==> src/rtl/apt_phase_gen.sv <==
// rtl/apt_phase_gen.sv - LRCK phase generator with delayed phase, APT strobes, lock and mute
//
// Samples LRCK on BCK, delays the sampled phase by DELAY BCK cycles and derives
// per-channel aperture strobes. Half-frame lengths are measured to assert lock;
// apertures only open while locked and only change mute state at a left-start.
//
// Ports:
//   bck        in   sole clock, rising edge
//   rst_n      in   asynchronous active-low reset
//   lrck       in   frame sync from the source
//   mute       in   level request to close both apertures
//   apt_l      out  left aperture strobe
//   apt_r      out  right aperture strobe
//   lrck_dly   out  delayed LRCK phase
//   lrck_dly_n out  inverse of lrck_dly
//   locked     out  frame timing valid
//   err        out  one-cycle pulse per framing fault

module apt_phase_gen #(
    parameter int BCK_PER_FRAME = 32,
    parameter int DELAY         = 8,
    parameter int LOCK_HALVES   = 4,
    parameter int LRCK_L_LEVEL  = 0
) (
    input  logic bck,
    input  logic rst_n,
    input  logic lrck,
    input  logic mute,
    output logic apt_l,
    output logic apt_r,
    output logic lrck_dly,
    output logic lrck_dly_n,
    output logic locked,
    output logic err
);

    localparam int HALF = BCK_PER_FRAME / 2;
    localparam int CW   = $clog2(BCK_PER_FRAME) + 1;
    localparam int GW   = $clog2(LOCK_HALVES + 1);

    localparam logic [CW-1:0] CNT_MAX  = CW'(BCK_PER_FRAME - 1);
    localparam logic [CW-1:0] CNT_PRE  = CW'(BCK_PER_FRAME - 2);
    localparam logic [CW-1:0] CNT_GOOD = CW'(HALF - 1);
    localparam logic [GW-1:0] GOOD_MAX = GW'(LOCK_HALVES);
    localparam logic          L_LVL    = LRCK_L_LEVEL[0];

    logic             lrck_s;
    logic             lrck_p;
    logic [DELAY-1:0] d;
    logic [CW-1:0]    cnt;
    logic [GW-1:0]    good;
    logic             armed;
    logic             gate;

    logic             lrck_edge;
    logic             left_start;
    logic             timeout;
    logic             fault;
    logic [CW-1:0]    cnt_next;
    logic [GW-1:0]    good_next;
    logic [GW:0]      good_inc;
    logic             armed_next;
    logic             locked_next;
    logic             gate_next;
    logic             apt_l_next;
    logic             apt_r_next;

    assign lrck_dly   = d[DELAY-1];
    assign lrck_dly_n = ~d[DELAY-1];

    always_comb begin
        lrck_edge   = (lrck_s != lrck_p);
        left_start  = lrck_edge & (lrck_s == L_LVL);
        // Timeout fires only on the transition into saturation, so a stuck
        // LRCK produces exactly one err pulse.
        timeout     = ~lrck_edge & (cnt == CNT_PRE);
        good_inc    = {1'b0, good} + 1'b1;
        cnt_next    = cnt;
        good_next   = good;
        armed_next  = armed;
        locked_next = locked;
        fault       = 1'b0;

        if (lrck_edge) begin
            cnt_next = '0;
            if (!armed) begin
                // The first edge only starts a measurement.
                armed_next = 1'b1;
            end else if (cnt == CNT_GOOD) begin
                if (good_inc >= {1'b0, GOOD_MAX}) begin
                    good_next   = GOOD_MAX;
                    locked_next = 1'b1;
                end else begin
                    good_next = good_inc[GW-1:0];
                end
            end else begin
                good_next   = '0;
                locked_next = 1'b0;
                fault       = 1'b1;
            end
        end else begin
            if (cnt != CNT_MAX) begin
                cnt_next = cnt + 1'b1;
            end
            if (timeout) begin
                good_next   = '0;
                locked_next = 1'b0;
                armed_next  = 1'b0;
                fault       = 1'b1;
            end
        end

        // Loss of lock closes the gate at once; mute changes wait for a left-start.
        if (!locked_next) begin
            gate_next = 1'b0;
        end else if (left_start) begin
            gate_next = ~mute;
        end else begin
            gate_next = gate;
        end

        apt_l_next = gate_next & (lrck_s == L_LVL) & (lrck_dly == L_LVL);
        apt_r_next = gate_next & (lrck_s != L_LVL) & (lrck_dly != L_LVL);
    end

    always_ff @(posedge bck or negedge rst_n) begin
        if (!rst_n) begin
            lrck_s <= 1'b0;
            lrck_p <= 1'b0;
            d      <= '0;
            cnt    <= '0;
            good   <= '0;
            armed  <= 1'b0;
            locked <= 1'b0;
            gate   <= 1'b0;
            apt_l  <= 1'b0;
            apt_r  <= 1'b0;
            err    <= 1'b0;
        end else begin
            lrck_s <= lrck;
            lrck_p <= lrck_s;
            d[0]   <= lrck_s;
            for (int i = 1; i < DELAY; i++) begin
                d[i] <= d[i-1];
            end
            cnt    <= cnt_next;
            good   <= good_next;
            armed  <= armed_next;
            locked <= locked_next;
            gate   <= gate_next;
            apt_l  <= apt_l_next;
            apt_r  <= apt_r_next;
            err    <= fault;
        end
    end

endmodule

==> config.mk <==
export PLATFORM = sky130hd
export DESIGN_NAME = apt_phase_gen
export DESIGN_NICKNAME = d
export VERILOG_FILES = /design/src/rtl/apt_phase_gen.sv
export SDC_FILE = /design/constraint.sdc
export NUM_CORES = 1
export LEC_CHECK = 0
export CAP_MARGIN = 10
export CORE_MARGIN = 8
export CORE_UTILIZATION = 55
export CTS_CLUSTER_SIZE = 14
export DETAILED_ROUTE_END_ITERATION = 7
export HOLD_SLACK_MARGIN = 0.05
export PLACE_DENSITY = 0.87
export SYNTH_ARGS = -nofsm -noshare
export SYNTH_HDL_FRONTEND = slang
export SYNTH_SLANG_ARGS = --single-unit
export TNS_END_PERCENT = 1
==> constraint.sdc <==
create_clock -name bck -period 5 [get_ports bck]
set_clock_uncertainty 0.1 [all_clocks]
set_input_delay 1 -clock bck [delete_from_list [all_inputs] [get_ports bck]]
set_output_delay 1 -clock bck [all_outputs]
set_load 0.02 [all_outputs]
==> flow_metrics.tcl <==
set metrics [dict create \
    synthTopCellsByCount "sky130_fd_sc_hd__dfrtp_1 (24), sky130_fd_sc_hd__nor2_1 (5)" \
    dp.cells 100 \
    pre_cts_slack_ns 2.586 \
    tightest_slew_ns 1.010 \
    hold_slack_ns 0.2616 \
    detailroute.via_count 601 \
    timing.setup.critical_path_class "reg2out" \
    max-vdd-ir-drop_uv 219.3 \
    synth_seq_area_share_pct 61.86 \
    critical_path_arrival_ns 1.43 \
    synthesis.area_um2 970.9 \
    coreArea_um2 1689 \
    power.density_cell_area_nw_per_um2 331.0 \
    r2r_cells 6 \
    worst_setup_path_startpoint "d[7]" \
    hold_viol 0 \
    via_count_of_the_first_global_routing_pass 595 \
    via_per_inst 5.779 \
    synth.distinct_cells 29 \
    synthesis.yosys.warnings 0 \
    dieArea_um2 3366 \
    synth_flop_cell "sky130_fd_sc_hd__dfrtp_1" \
    synth_enable_flop_cells 0 \
    post-synth-top-count-cell "sky130_fd_sc_hd__dfrtp_1" \
    synth_top_cells_by_area "sky130_fd_sc_hd__dfrtp_1 (62%), sky130_fd_sc_hd__ha_1 (5.2%), sky130_fd_sc_hd__a2111oi_4 (2.8%), sky130_fd_sc_hd__a31oi_1 (2.6%), sky130_fd_sc_hd__nor3_2 (2.1%)" \
    postSynthAreaPerCell_um2 12.95 \
    antenna_found_initial 0 \
    fp.dieH_um 58.02 \
    holdPathEnd "d[5]" \
    setup_viol 0 \
    clock-root-buffer "sky130_fd_sc_hd__clkbuf_4" \
    reg2reg_to "apt_l" \
    detail_route.wirelength_um 1543 \
    fillerInstances 130 \
    grt_first_pass_wirelength_um 2601 \
    cts.path.max_buffers 2 \
    drt-wirelength-per-cell_um 14.84 \
    worstSkewPairLatency_ns 0.31 \
    run_status "finished clean" \
    rsz_0062_raised_after_global_routing "false" \
    cp_max_fo 3 \
    finish.net_count 96 \
    synth.largest_area_cell "sky130_fd_sc_hd__dfrtp_1" \
    drtPass1Iterations 4 \
    floorplan.rows 15 \
    initial_core_util_pct 57.48 \
    syn_to_final_growth_pct 16.37 \
    clk_pin_slew_worst_paths_ns 0.12 \
    numPortBuffers 9 \
    critPathCaptureType "output pin" \
    finalWorstPathRequiredPeriod_ns 2.533 \
    grt_start_max_net_pins 25 \
    fmax_mhz 394.7 \
    post-route-worst-setup-slack_ns 2.467 \
    holdPathStages 0 \
    place_congestion 0.7763 \
    worst_setup_path_start_kind "register" \
    postCtsHoldBufs 0 \
    async_flop_share_pct 100.0 \
    tritoncts_num_sinks 24 \
    postSynthRegisterBits 24 \
    dr.first_iter.drc_count 7 \
    worstReg2RegStart "lrck_s" \
    io_pins 10 \
    final_cycle_share_pct 50.67 \
    syn_nets 83 \
    grt_usage_pct 9.959 \
    setup_tns_ns 0 \
    total_power_w 0.0003740 \
    share_of_cells_above_drive_strength_1_pct 12.64 \
    ff_to_ff_setup_slack_ns 2.58 \
    timing.final.max_slew_violations 0 \
    worst_hold_path_type "reg2reg" \
    register_area_um2 600.6 \
    ctsResizeCount 0 \
    antennaDiodeCount 0 \
    drc 0 \
    antenna_left 0 \
    dp_hpwl_um 1126 \
    synth_top_area_share_pct 61.86 \
    worstHoldStart "d[4]" \
    cts_tree "built" \
    drv_cap 0 \
    static-leakage-power_nw 0.5255 \
    die-width_um 58.02 \
    ctsHtreeMaxLevel 1 \
    multi_input_area_um2 350.3 \
    slew-limit-headroom_pct 32.47 \
    final_cells 104 \
    worst_ep_required_time_ns 3.90 \
    cts.repair_timing.setup_buffer_count 0 \
    postSynthCellCount 75 \
    grt-ovfl-total 0 \
    tritoncts.num_buffers 3 \
]
[state kept, by name, summed over array words and instances (netlist names)]
name and flops:
err 1, gate 1, locked 1, armed 1, good 3, apt_l 1
apt_r 1, lrck_s 1, cnt 6, d 8
[layout make-up]
cell class	count	area share, %
sequential	24	53.16
tap	17	1.883
clock inverter	1	2.658
multi-input combinational	46	31.01
inverter	4	1.329
timing repair buffer	9	7.973
clock buffer	3	1.993
[worst max path at each step]
| stage | end | slack (ns) | cells past startpoint |
|---|---|---|---|
| floorplan | apt_l | 2.93 | 6 |
| global placement | d[1] | 2.68 | 1 |
| detailed placement | apt_l | 2.59 | 6 |
| CTS | lrck_dly_n | 2.45 | 2 |
| global route | lrck_dly_n | 2.40 | 2 |
| finish | lrck_dly_n | 2.47 | 2 |
[report_power, final]
group	total (W)	switching, W	internal (W)
sequential	0.000208	0.00000564	0.000202
combinational	0.0000307	0.0000173	0.0000134
clock	0.000135	0.0000543	0.0000810
total	0.000374	0.0000773	0.000297
[layer usage]
metal | vias up | track usage, % | wire, um
met4 | 0 | 4.196 | 17
met5 | - | 0 | 0
li1 | 297 | - | -
met3 | 2 | 2.649 | 65
met2 | 8 | 17.52 | 797
met1 | 294 | 11.01 | 663
[critical path, stage by stage, from the launching register on]
cell                              delay, ns
sky130_fd_sc_hd__dfrtp_1               0.43
sky130_fd_sc_hd__inv_1                 0.09
sky130_fd_sc_hd__clkdlybuf4s50_1       0.61
[cells in the final DEF, fill, tap and decap left out, drive strengths merged]
master,instances
and2,1
bufinv,1
xnor2,1
a21oi,2
a21bo,1
a31oi,4
clkdlybuf4s50,9
a2111oi,1
nand3,2
o221ai,1
or4b,1
a21o,1
ha,4
nor4,1
inv,4
and4b,1
a21boi,2
nor2,5
nor2b,1
clkbuf,3
o41ai,1
nand3b,1
a22o,1
dfrtp,24
o211a,1
nor3,3
and3,2
o21ai,3
nand2,4
or3,1
[through the flow]
stage	util, %	instance area (um^2)
floorplan	-	970.9
global placement	63.78	1077
detailed placement	63.78	1077
CTS	66.89	1130
global route	66.89	1130
finish	66.89	1130
[kinds of logic after synthesis]
family	synth area share [%]
buffers and inverters	2.061
flip-flops	61.86
AND/OR/NAND/NOR	14.18
AO/OA/AOI/OAI	15.85
adder cells (fa/ha/maj)	5.155
XOR/XNOR	0.9022
(Power assumes the default switching activity.)
